`config.mk`:
```
export PLATFORM = sky130hd
export DESIGN_NAME = mem_arbiter
export DESIGN_NICKNAME = d
export VERILOG_FILES = /design/src/rtl/mem_arbiter_pkg.sv /design/src/rtl/mem_arb_pick.sv /design/src/rtl/mem_arbiter.sv
export SDC_FILE = /design/constraint.sdc
export NUM_CORES = 1
export LEC_CHECK = 0
export CORE_MARGIN = 3
export CORE_UTILIZATION = 39
export DETAILED_ROUTE_END_ITERATION = 16
export PLACE_DENSITY = 0.8
export SYNTH_ARGS = -nofsm -noshare
export SYNTH_HDL_FRONTEND = slang
export SYNTH_SLANG_ARGS = --single-unit
```
`constraint.sdc`:
```
create_clock -name clk_in -period 1.9 [get_ports clk_in]
set_input_delay 0.19 -clock clk_in [delete_from_list [all_inputs] [get_ports clk_in]]
set_output_delay 0.19 -clock clk_in [all_outputs]
set_load 0.01 [all_outputs]
```
`src/rtl/mem_arbiter_pkg.sv`:
```
// Shared constants and types for the memory-port arbiter.
// Pure definitions: no latency, no flow control.
// Backpressure: not applicable.
package mem_arbiter_pkg;

  localparam int LSB_CAP_BIT = 3;

  localparam logic [1:0] SIZE_BYTE = 2'd0;
  localparam logic [1:0] SIZE_HALF = 2'd1;
  localparam logic [1:0] SIZE_WORD = 2'd2;

  // addr[17:16] selects the memory-mapped IO window
  localparam logic [1:0] IO_REGION = 2'b11;

  // Bit positions inside the one-hot grant vector
  localparam int GNT_I = 0;
  localparam int GNT_L = 1;
  localparam int GNT_S = 2;

  typedef enum logic [1:0] {
    REQ_NONE = 2'd0,
    REQ_I    = 2'd1,
    REQ_L    = 2'd2,
    REQ_S    = 2'd3
  } req_id_t;

  typedef enum logic [1:0] {
    ST_IDLE = 2'd0,
    ST_BUSY = 2'd1,
    ST_DROP = 2'd2
  } arb_state_t;

  typedef struct packed {
    logic        we;
    logic        typ;
    logic [31:0] addr;
    logic [1:0]  size;
    logic [31:0] wdata;
  } mem_cmd_t;

  function automatic logic is_io(input logic [1:0] region);
    return region == IO_REGION;
  endfunction

endpackage

```
`src/rtl/mem_arb_pick.sv`:
```
// Priority picker: S > L > I, starvation override for I, IO ordering rules.
// Latency: combinational, one-hot grant valid in the same cycle.
// Backpressure: a blocked requester simply loses; the next eligible one wins.
module mem_arb_pick
  import mem_arbiter_pkg::*;
(
  input  logic       i_req,
  input  logic       l_req,
  input  logic       s_req,
  input  logic       clear,
  input  logic       io_buffer_full,
  input  logic       starve,
  input  logic [1:0] l_region,
  input  logic [1:0] s_region,
  output logic [2:0] grant
);

  logic io_store_pending;
  logic s_ok;
  logic l_ok;
  logic i_ok;

  // An IO load must not overtake a pending IO store, even a blocked one
  assign io_store_pending = s_req && is_io(s_region);
  assign s_ok = s_req && !(is_io(s_region) && io_buffer_full);
  assign l_ok = l_req && !clear && !(is_io(l_region) && io_store_pending);
  assign i_ok = i_req && !clear;

  always_comb begin
    grant = '0;
    if (starve && i_ok) begin
      grant[GNT_I] = 1'b1;
    end else if (s_ok) begin
      grant[GNT_S] = 1'b1;
    end else if (l_ok) begin
      grant[GNT_L] = 1'b1;
    end else if (i_ok) begin
      grant[GNT_I] = 1'b1;
    end
  end

endmodule

```
`src/rtl/mem_arbiter.sv`:
```
// Single owner of the MemoryUnit port; grants one of I/L/S and routes the result.
// Latency: m_req one cycle after the winning request; done pulse one cycle after m_done.
// Backpressure: rdy_in low freezes everything; io_buffer_full blocks IO stores.
module mem_arbiter #(
  parameter int LSB_CAP_BIT  = mem_arbiter_pkg::LSB_CAP_BIT,
  parameter int STARVE_LIMIT = 8,
  parameter int CNT_W        = 4
) (
  input  logic                   clk_in,
  input  logic                   rst_n_in,
  input  logic                   rdy_in,
  input  logic                   clear,
  input  logic                   io_buffer_full,
  input  logic                   i_req,
  input  logic [31:0]            i_addr,
  output logic                   i_done,
  input  logic                   l_req,
  input  logic [31:0]            l_addr,
  input  logic [1:0]             l_size,
  input  logic [LSB_CAP_BIT-1:0] l_pos,
  output logic                   l_done,
  output logic [31:0]            l_data,
  output logic [LSB_CAP_BIT-1:0] l_pos_out,
  input  logic                   s_req,
  input  logic [31:0]            s_addr,
  input  logic [1:0]             s_size,
  input  logic [31:0]            s_data,
  output logic                   s_done,
  output logic                   m_req,
  output logic                   m_we,
  output logic                   m_type,
  output logic [31:0]            m_addr,
  output logic [1:0]             m_size,
  output logic [31:0]            m_wdata,
  output logic                   m_abort,
  input  logic                   m_done,
  input  logic [31:0]            m_rdata
);
  import mem_arbiter_pkg::*;

  arb_state_t             state;
  req_id_t                owner;
  mem_cmd_t               cmd;
  logic [LSB_CAP_BIT-1:0] tag_q;
  logic [CNT_W-1:0]       starve_cnt;
  logic [2:0]             grant;
  logic                   starve;

  assign starve = (starve_cnt == CNT_W'(STARVE_LIMIT));

  mem_arb_pick u_pick (
    .i_req          (i_req),
    .l_req          (l_req),
    .s_req          (s_req),
    .clear          (clear),
    .io_buffer_full (io_buffer_full),
    .starve         (starve),
    .l_region       (l_addr[17:16]),
    .s_region       (s_addr[17:16]),
    .grant          (grant)
  );

  // The MemoryUnit only ever sees the latched command
  assign m_we    = cmd.we;
  assign m_type  = cmd.typ;
  assign m_addr  = cmd.addr;
  assign m_size  = cmd.size;
  assign m_wdata = cmd.wdata;

  always_ff @(posedge clk_in) begin
    if (!rst_n_in) begin
      state      <= ST_IDLE;
      owner      <= REQ_NONE;
      cmd        <= '0;
      tag_q      <= '0;
      starve_cnt <= '0;
      m_req      <= 1'b0;
      m_abort    <= 1'b0;
      i_done     <= 1'b0;
      l_done     <= 1'b0;
      s_done     <= 1'b0;
      l_data     <= '0;
      l_pos_out  <= '0;
    end else if (rdy_in) begin
      i_done  <= 1'b0;
      l_done  <= 1'b0;
      s_done  <= 1'b0;
      m_abort <= 1'b0;

      if (!i_req || (state == ST_IDLE && grant[GNT_I])) begin
        starve_cnt <= '0;
      end else if ((state == ST_IDLE || state == ST_BUSY) && owner != REQ_I &&
                   !starve) begin
        starve_cnt <= starve_cnt + CNT_W'(1);
      end

      case (state)
        ST_IDLE: begin
          if (grant[GNT_S]) begin
            owner <= REQ_S;
            cmd   <= '{we: 1'b1, typ: 1'b1, addr: s_addr, size: s_size, wdata: s_data};
            m_req <= 1'b1;
            state <= ST_BUSY;
          end else if (grant[GNT_L]) begin
            owner <= REQ_L;
            cmd   <= '{we: 1'b0, typ: 1'b1, addr: l_addr, size: l_size, wdata: 32'h0};
            tag_q <= l_pos;
            m_req <= 1'b1;
            state <= ST_BUSY;
          end else if (grant[GNT_I]) begin
            owner <= REQ_I;
            cmd   <= '{we: 1'b0, typ: 1'b0, addr: i_addr, size: SIZE_WORD, wdata: 32'h0};
            m_req <= 1'b1;
            state <= ST_BUSY;
          end
        end

        ST_BUSY: begin
          if (clear && owner != REQ_S) begin
            // Flushed read: nothing to abort if it completed this very cycle
            m_abort <= !m_done;
            m_req   <= 1'b0;
            owner   <= REQ_NONE;
            state   <= ST_IDLE;
          end else if (m_done) begin
            m_req <= 1'b0;
            owner <= REQ_NONE;
            state <= ST_IDLE;
            case (owner)
              REQ_I: i_done <= 1'b1;
              REQ_L: begin
                l_done    <= 1'b1;
                l_data    <= m_rdata;
                l_pos_out <= tag_q;
              end
              REQ_S: s_done <= 1'b1;
              default: ;
            endcase
          end
        end

        ST_DROP: begin
          if (m_done) begin
            state <= ST_IDLE;
          end
        end

        default: state <= ST_IDLE;
      endcase
    end
  end

endmodule

```
==> results of run 1 <==
==> critical path, cell delays in order, from the launching register on <==
cell and delay (ns):
dfxtp_1 0.38, inv_1 0.07, ha_1 0.18, and3b_1 0.20, nand2_2 0.17, and3_4 0.26, buf_12 0.16, a22oi_2 0.09
nor2b_1 0.17
==> area by class of cell <==
class                           count  area, um^2  share of cell area, %
Sequential cell                   119        2380                   26.5
Clock inverter                     12         196                   2.19
Timing Repair Buffer              310        3150                   35.1
Antenna cell                        1        2.50                 0.0278
Multi-Input combinational cell    395        2550                   28.4
Inverter                            6        22.5                  0.251
Tap cell                          172         215                   2.39
Clock buffer                       20         467                   5.19
==> flip-flops by register name, indices dropped and copies added (netlist names), 2 cells and up <==
register,flops
l_data,32
m_addr,32
m_wdata,32
starve_cnt,4
l_pos_out,3
tag_q,3
m_size,2
owner,2
state,2
==> cell usage after synthesis (all sizes together) (3+ instances only) <==
| master | count | area (um^2) |
|---|---|---|
| a21boi | 42 | 315 |
| a21oi | 38 | 190 |
| a22o | 32 | 289 |
| a22oi | 64 | 531 |
| and3 | 5 | 32.5 |
| buf | 30 | 240 |
| clkbuf | 20 | 75.1 |
| dfxtp | 119 | 2380 |
| inv | 6 | 22.5 |
| mux2i | 4 | 40.0 |
| nand2 | 82 | 310 |
| nand3 | 13 | 82.6 |
| nor2 | 3 | 11.3 |
| nor2b | 43 | 269 |
| nor3 | 3 | 26.3 |
| o21ai | 39 | 206 |
| o22ai | 3 | 18.8 |
==> report_power, final <==
part	internal, W	leakage, nW	total (W)	switching (W)
logic	0.000757	1.97	0.00125	0.000494
registers	0.00261	0.970	0.00269	0.0000729
clock network	0.00243	0.318	0.00357	0.00114
total	0.00580	3.25	0.00751	0.00171
==> cells in the final DEF, fill, tap and decap left out, types with 2 or more instances in the layout <==
| cell | n |
|---|---|
| a22o_1 | 31 |
| nand2_2 | 2 |
| o22ai_1 | 3 |
| inv_1 | 5 |
| a32oi_1 | 2 |
| nand3_1 | 11 |
| nor2b_1 | 43 |
| nand4_1 | 2 |
| a22oi_2 | 10 |
| buf_4 | 17 |
| clkbuf_16 | 18 |
| o21ai_0 | 38 |
| a21boi_0 | 25 |
| nand2_1 | 80 |
| clkinv_2 | 3 |
| buf_12 | 8 |
| clkbuf_8 | 3 |
| or3_1 | 2 |
| bufinv_16 | 5 |
| ha_1 | 2 |
| dfxtp_1 | 119 |
| a21oi_1 | 38 |
| clkdlybuf4s50_1 | 282 |
| or3b_1 | 2 |
| nor2_1 | 3 |
| a22oi_1 | 54 |
| a21boi_1 | 17 |
| clkinvlp_4 | 3 |
| nor3_1 | 2 |
| and3_1 | 3 |
| mux2i_1 | 4 |
==> per-stage QoR <==
step | utilization, % | TNS, ns | instance area, um^2 | setup WS, ns
after detailed placement | 64.1 | -5.91 | 8290 | -0.183
after floorplan | - | 0 | 5260 | 0.310
after global routing | 69.5 | 0 | 8990 | 0.00996
final | 69.5 | 0 | 8990 | 0.133
after CTS | 69.2 | 0 | 8950 | 0.0793
after global placement | 64.1 | -0.597 | 8290 | -0.0451
==> logic make-up (layout without fill, tap and decap cells) <==
group	after synthesis	in the layout	share of synthesized area, %
buffers and inverters	56	348	6.42
AO/OA/AOI/OAI	227	227	31.3
other	0	1	0
AND/OR/NAND/NOR	162	162	15.8
multiplexers	4	4	0.761
flip-flops	119	119	45.3
adder cells (fa/ha/maj)	2	2	0.475
==> routing by layer <==
layer	global-route usage, %	vias up	routed length (um)
li1	-	2618	-
met5	0	-	0
met4	10.8	0	603
met3	10.1	41	1880
met1	25.5	2511	6720
met2	40.8	266	8990
==> final timing paths <==
check | slack, ns | start | cells after the start | to
max | 0.13 | starve_cnt[0] | 8 | m_wdata[22]
min | 0.34 | m_rdata[30] | 3 | l_data[30]
max reg2reg | 0.13 | starve_cnt[0] | 8 | m_wdata[22]
min reg2reg | 0.45 | l_pos_out[0] | 2 | l_pos_out[0]
==> results.py, run 1 <==
metrics = {
    "power": {
        "power.leakage_nw": 3.25,
        "vdd_drop_max_mv": 0.527,
        "pwr_density_cell_nw_per_um2": 836,
        "total_power_w": 0.00751,
    },
    "clocking": {
        "cts_made_buffers": 17,
        "cts_resized": 0,
        "postCtsSetupRepairBufs": 0,
        "clock_latency_ns": 0.41,
        "root_buffer": "clkbuf_16",
        "clock-sinks": 119,
        "path_clk_slew_ns": 0.06,
        "h-tree-depth": 4,
        "clock_path_buffers": 2,
        "cts_tree": "yes",
        "hold_buffers": 0,
    },
    "critical_path": {
        "arrival_ns": 2.09,
        "required_ns": 2.23,
        "crit_fanout": 17,
        "worstSetupPathType": "flip-flop to flip-flop",
        "startpoint_type": "flip-flop",
        "cp-end-kind": "flip-flop",
    },
    "drt": {
        "vias": 5436,
        "ant_nets": 0,
        "drc": 0,
        "dr.first_iter.drc_count": 324,
        "wl_per_cell_um": 17.6,
        "drtPass1Iterations": 5,
        "postRouteWirelength_um": 18200,
        "vias_per_cell": 5.25,
    },
    "synthesis": {
        "syn_avg_cell_area_um2": 9.23,
        "ys_types": 48,
        "synth_area_um2": 5260,
        "synth_edf_count": 0,
        "netlist_instances": 570,
        "syn_nets": 748,
        "synthArstFlopShare_pct": 0,
        "ys_warn_count": 0,
        "synth_flop_cell": "dfxtp_1",
        "synth_seq_area_share_pct": 45.3,
        "synth_seq_cells": 119,
    },
    "global_routing": {
        "overflow": 0,
        "grt_pass1_vias": 5560,
        "gr-usage-all-layers_pct": 23.8,
        "grt_first_pass_wirelength_um": 27900,
        "antenna_found_initial": 0,
        "grt_max_degree": 55,
    },
    "die": {
        "start_util_pct": 40.7,
        "io_pins": 284,
        "dieArea_um2": 14900,
        "die_w_um": 122,
        "fp-row-count": 41,
        "die_h_um": 122,
        "coreArea_um2": 12900,
    },
    "worst_hold_path": {
        "hold_path.class": "input port to flip-flop",
    },
    "placed_design": {
        "gp_congestion": 0.847,
        "dp_hpwl_um": 13300,
        "port_buffers": 283,
        "placedCellCount": 1001,
    },
    "outcome": {
        "outcome": "complete, no violations",
    },
    "timing": {
        "hold_viol": 0,
        "setup_viol": 0,
        "fin_crit_ns": 1.77,
        "worst_slew_pin_slew_ns": 0.419,
        "fmax_mhz": 566,
        "post-route-period-util_pct": 93.0,
        "clock_skew_ns": 0.00695,
        "maxSlewViolCount": 0,
        "rsz0062_at_grt": "no",
        "slew_headroom_pct": 72.1,
        "fin_hold_ws_ns": 0.335,
    },
    "final_layout": {
        "drive_above_1_share_pct": 9.86,
        "area_growth_pct": 70.8,
        "nets": 1027,
        "stdcell_count": 1035,
        "n_fill_cell": 991,
    },
    "job": {
        "cap_violations": 0,
    },
}
Note: power is estimated with default switching activity, not from simulation.
==> run 2: changes to the inputs <==
- GPL_TIMING_DRIVEN: default -> 0
==> run 2 against run 1 <==
Die area is the same. Register-to-register slack lost 0.04 ns. Combinational power is essentially flat. Critical path depth is the same. Clock skew grew 0.0053 ns. Critical path type unchanged. Critical endpoint is now m_addr[7].
==> results.py, run 2 (synthesis gave the netlist of run 1 again) <==
metrics = {
    "final_layout": {
        "nets": 1049,
        "area_growth_pct": 70.1,
        "n_antenna_cell": 0,
        "drive_above_1_share_pct": 10.1,
        "final_common_cell": "clkdlybuf4s50_1",
        "stdcell_count": 1055,
        "most-common-layout-cells": "282 x clkdlybuf4s50_1, 119 x dfxtp_1, 80 x nand2_1, 53 x a22oi_1, 43 x nor2b_1",
    },
    "critical_path": {
        "crit_path_top_delay_cell": "dfxtp_1",
        "arrival_ns": 2.09,
        "crit_fanout": 10,
        "required_ns": 2.18,
        "startpoint_type": "flip-flop",
        "crit_top_cell": "nand2_2",
        "cp-end-kind": "flip-flop",
        "crit_chain": "inv_1, ha_1, and3b_1, nand2_2, nand2_2, clkbuf_4, a22oi_1, a21oi_1",
        "worstSetupPathType": "flip-flop to flip-flop",
        "max_stage_delay_ns": 0.40,
    },
    "timing": {
        "maxSlewViolCount": 0,
        "fin_crit_ns": 1.81,
        "clock_skew_ns": 0.0122,
        "post-route-period-util_pct": 95.4,
        "fin_ws_ns": 0.0883,
        "slew_headroom_pct": 60.6,
        "worst_slew_pin_slew_ns": 0.591,
        "setup_viol": 0,
        "fmax_mhz": 552,
        "rsz0062_at_grt": "no",
        "hold_viol": 0,
        "fin_hold_ws_ns": 0.329,
        "fin_tns_setup_ns": 0,
    },
    "global_routing": {
        "grt.met2_usage_pct": 44.0,
        "grt_use_met1_pct": 25.9,
        "antenna_found_initial": 0,
        "gr-usage-all-layers_pct": 24.5,
        "overflow": 0,
        "grt-busiest-layer": "met2",
        "grt_pass1_vias": 5631,
        "grt_max_degree": 17,
        "use_met3_pct": 11.0,
        "grt_first_pass_wirelength_um": 28600,
    },
    "clocking": {
        "postCtsSetupRepairBufs": 0,
        "cts_resized": 2,
        "cts_made_buffers": 17,
        "h-tree-depth": 4,
        "path_clk_slew_ns": 0.05,
        "hold_buffers": 0,
        "clock_path_buffers": 2,
        "clock-sinks": 119,
        "root_buffer": "clkbuf_16",
        "cts_tree": "yes",
        "clock_latency_ns": 0.41,
    },
    "job": {
        "cap_violations": 0,
    },
    "drt": {
        "vias": 5592,
        "vias_per_cell": 5.30,
        "wl_per_cell_um": 18.0,
        "ant_nets": 0,
        "dr.first_iter.drc_count": 335,
        "postRouteWirelength_um": 19000,
        "drtPass1Iterations": 5,
        "drc": 0,
    },
    "placed_design": {
        "dp_worst_setup_slack_ns": -0.310,
        "port_buffers": 282,
        "dp_hpwl_um": 14500,
        "gp_congestion": 0.905,
        "placedCellCount": 1024,
    },
    "die": {
        "start_util_pct": 40.7,
        "die_h_um": 122,
        "die_w_um": 122,
        "fp-row-count": 41,
        "coreArea_um2": 12900,
        "io_pins": 284,
        "dieArea_um2": 14900,
    },
    "power": {
        "pwr_density_cell_nw_per_um2": 815,
        "power.leakage_nw": 3.25,
        "vdd_drop_max_mv": 0.716,
    },
    "outcome": {
        "outcome": "complete, no violations",
    },
    "worst_hold_path": {
        "hold_path.class": "input port to flip-flop",
    },
}
-- run 2: cell count changes in the layout (fill, tap and decap cells not counted), sizes merged --
cell / delta
clkinvlp: -2
clkbuf: +23
inv: -1
diode: -1
bufinv: -1
buf: +2
-- run 2: critical path, delay by kind of cell (launching register included) --
family,cells,cell delay [ns]
AO/OA/AOI/OAI,2,0.37
buffers and inverters,2,0.29
flip-flops,1,0.40
AND/OR/NAND/NOR,3,0.42
adder cells (fa/ha/maj),1,0.19
-- run 2: through the flow --
stage | instance area, um^2 | utilization, % | power, W
after global placement | 8300 | 64.2 | 0.00395
after global routing | 8950 | 69.3 | 0.00756
final | 8950 | 69.3 | 0.00730
after CTS | 8920 | 69.0 | 0.00733
after floorplan | 5260 | - | 0.00324
after detailed placement | 8300 | 64.2 | 0.00397
-- run 2: final timing paths --
kind | from | depth (start not counted) | slack, ns | to
worst max-delay path | starve_cnt[0] | 8 | 0.09 | m_addr[7]
worst min-delay path | m_rdata[6] | 3 | 0.33 | l_data[6]
worst max register to register | starve_cnt[0] | 8 | 0.09 | m_addr[7]
worst min register to register | tag_q[0] | 2 | 0.45 | l_pos_out[0]
-- run 2: area by class of cell --
class	count	area (um^2)
Fill cell	1001	3970
Timing Repair Buffer	282	2820
Multi-Input combinational cell	395	2570
Sequential cell	119	2380
Clock buffer	23	468
Buffer	50	332
Tap cell	172	215
Clock inverter	8	146
Inverter	6	22.5
-- run 2: layer usage --
| layer | part of all wire, % | wire length (um) | vias to the layer above |
|---|---|---|---|
| li1 | - | - | 2667 |
| met1 | 36 | 6910 | 2623 |
| met2 | 51 | 9770 | 277 |
| met3 | 10 | 1990 | 25 |
| met4 | 1.7 | 332 | 0 |
| met5 | 0 | 0 | - |
-- run 2: power by group --
group	switching [W]	internal, W	leakage, nW	total [W]
combinational	0.000508	0.000746	1.98	0.00125
clock	0.00110	0.00225	0.297	0.00336
sequential	0.0000756	0.00262	0.970	0.00269
==> run 3: changes to the inputs <==
- CORE_UTILIZATION: 39 -> 40
- CTS_BUF_LIST: default -> sky130_fd_sc_hd__clkbuf_4 sky130_fd_sc_hd__clkbuf_8
- PLACE_DENSITY: 0.8 -> 0.82
==> run 3 against run 2 <==
Core utilization shrank 0.79 points. Clock power shrank 34%. Combinational power is essentially flat. Fmax grew 1.0%. Via count is essentially flat. Clock skew grew 0.0044 ns. Cell count is essentially flat.
==> results.py, run 3 (synthesis gave the netlist of run 1 again) <==
metrics = {
    "outcome": {
        "outcome": "complete, no violations",
    },
    "power": {
        "power_frac_comb_pct": 20.3,
        "power.leakage_nw": 3.16,
        "power_switching_w": 0.00157,
        "p_int_w": 0.00460,
        "pwr-share-seq_pct": 43.6,
        "vdd_drop_max_mv": 0.426,
        "pwr_density_cell_nw_per_um2": 708,
        "swShare_pct": 25.4,
        "clkPwrFrac_pct": 36.1,
    },
    "drt": {
        "vias": 5588,
        "drtPass1Iterations": 5,
        "ant_nets": 0,
        "postRouteWirelength_um": 18900,
        "drc": 0,
        "dr.first_iter.drc_count": 288,
        "vias_per_cell": 5.29,
        "wl_per_cell_um": 17.9,
    },
    "final_layout": {
        "area_growth_pct": 65.5,
        "finalCoreUtilization_pct": 68.5,
        "most-common-layout-cells": "282 x clkdlybuf4s50_1, 119 x dfxtp_1, 80 x nand2_1, 54 x a22oi_1, 43 x nor2b_1",
        "n_fill_cell": 1039,
        "drive_above_1_share_pct": 10.5,
        "final_common_cell": "clkdlybuf4s50_1",
        "nets": 1049,
        "multi_input_area_um2": 2560,
        "n_antenna_cell": 0,
        "regArea_um2": 2380,
    },
    "worst_hold_path": {
        "hold_path.class": "input port to flip-flop",
        "whs_path_depth": 3,
    },
    "die": {
        "io_pins": 284,
        "coreArea_um2": 12700,
        "dieArea_um2": 14600,
        "die_w_um": 121,
        "fp-row-count": 41,
        "start_util_pct": 41.4,
        "die_h_um": 121,
    },
    "clocking": {
        "postCtsSetupRepairBufs": 0,
        "clock_path_buffers": 2,
        "clock_latency_ns": 0.43,
        "path_clk_slew_ns": 0.07,
        "root_buffer": "clkbuf_8",
        "clock-sinks": 119,
        "cts_made_buffers": 17,
        "cts_tree": "yes",
        "h-tree-depth": 4,
    },
    "placed_design": {
        "gp_congestion": 0.911,
        "port_buffers": 282,
        "dp_hpwl_um": 14800,
    },
    "timing": {
        "fin_crit_ns": 1.79,
        "maxSlewViolCount": 0,
        "clock_skew_ns": 0.0166,
        "slew_headroom_pct": 60.0,
        "hold_viol": 0,
        "rsz0062_at_grt": "no",
        "setup_viol": 0,
        "fin_tns_setup_ns": 0,
        "post-route-period-util_pct": 94.4,
        "fmax_mhz": 558,
        "fin_hold_ws_ns": 0.318,
        "worst_slew_pin_slew_ns": 0.601,
    },
    "critical_path": {
        "startpoint_type": "flip-flop",
        "cp-end-kind": "flip-flop",
        "r2r.worst_path.cells": 8,
        "crit_chain": "inv_1, ha_1, and3b_1, nand2_2, clkbuf_4, clkbuf_2, a22oi_1, a21oi_1",
        "arrival_ns": 2.14,
        "crit_path_top_delay_cell": "dfxtp_1",
        "max_stage_delay_ns": 0.39,
        "crit_buf_inv": 3,
        "worst-path-stages": 8,
        "crit_family": "buffers and inverters",
        "crit_fanout": 10,
        "required_ns": 2.25,
        "worstSetupPathType": "flip-flop to flip-flop",
    },
    "global_routing": {
        "overflow": 0,
        "grt_first_pass_wirelength_um": 28700,
        "antenna_found_initial": 0,
        "gr-usage-all-layers_pct": 24.8,
        "grt_max_degree": 17,
        "grt_pass1_vias": 5644,
    },
    "job": {
        "cap_violations": 0,
    },
}
run 3: final timing paths:
path | startpoint | endpoint | slack, ns
max reg2reg | starve_cnt[0] | m_addr[28] | 0.11
max | starve_cnt[0] | m_addr[28] | 0.11
min reg2reg | l_data[4] | l_data[4] | 0.46
min | m_rdata[3] | l_data[3] | 0.32
run 3: area by class of cell:
cell class	count	area share (%)
clock buffers	22	3.19
well taps	172	2.47
plain buffers	50	3.79
multi-input cells	395	29.4
repair buffers	282	32.4
inverters	6	0.259
flip-flops and latches	119	27.3
clock inverters	10	1.19
run 3: per-layer routing:
metal  GRT usage, %  share of wire, %  vias to the layer above
li1               -                 -                     2662
met1           27.2                37                     2630
met2           44.4                51                      264
met3           8.75               8.7                       32
met4           8.14               2.5                        0
met5              0                 0                        -
run 3: through the flow:
step | std cells | worst slack [ns] | instance area (um^2) | power [W]
CTS | 1056 | 0.0424 | 8690 | 0.00620
finish | 1056 | 0.107 | 8710 | 0.00616
global placement | 1024 | -0.246 | 8300 | 0.00395
floorplan | 570 | 0.310 | 5260 | 0.00324
detailed placement | 1024 | -0.334 | 8300 | 0.00398
global route | 1056 | 0.00934 | 8710 | 0.00641
run 3: timing repair:
action	4_1_cts	5_1_grt
hold buffers	0	0
gates resized for setup	2	14
pin swaps	0	1
setup endpoints to repair	20	48
run 3: power by group through the flow:
stage	Combinational [W]	Sequential, W	Clock, W
after floorplan	0.000463	0.00278	0
after global placement	0.00121	0.00273	0
after detailed placement	0.00124	0.00274	0
after CTS	0.00125	0.00269	0.00226
after global routing	0.00133	0.00270	0.00238
final	0.00125	0.00269	0.00222
run 3: worst register-to-register path: cells and delay by family, from the launching register on:
family,cells,cell delay [ns]
DFF,1,0.39
buffers and inverters,3,0.57
adders and majority gates,1,0.20
and+or+nand+nor,2,0.30
AOI/OAI and AO/OA,2,0.27
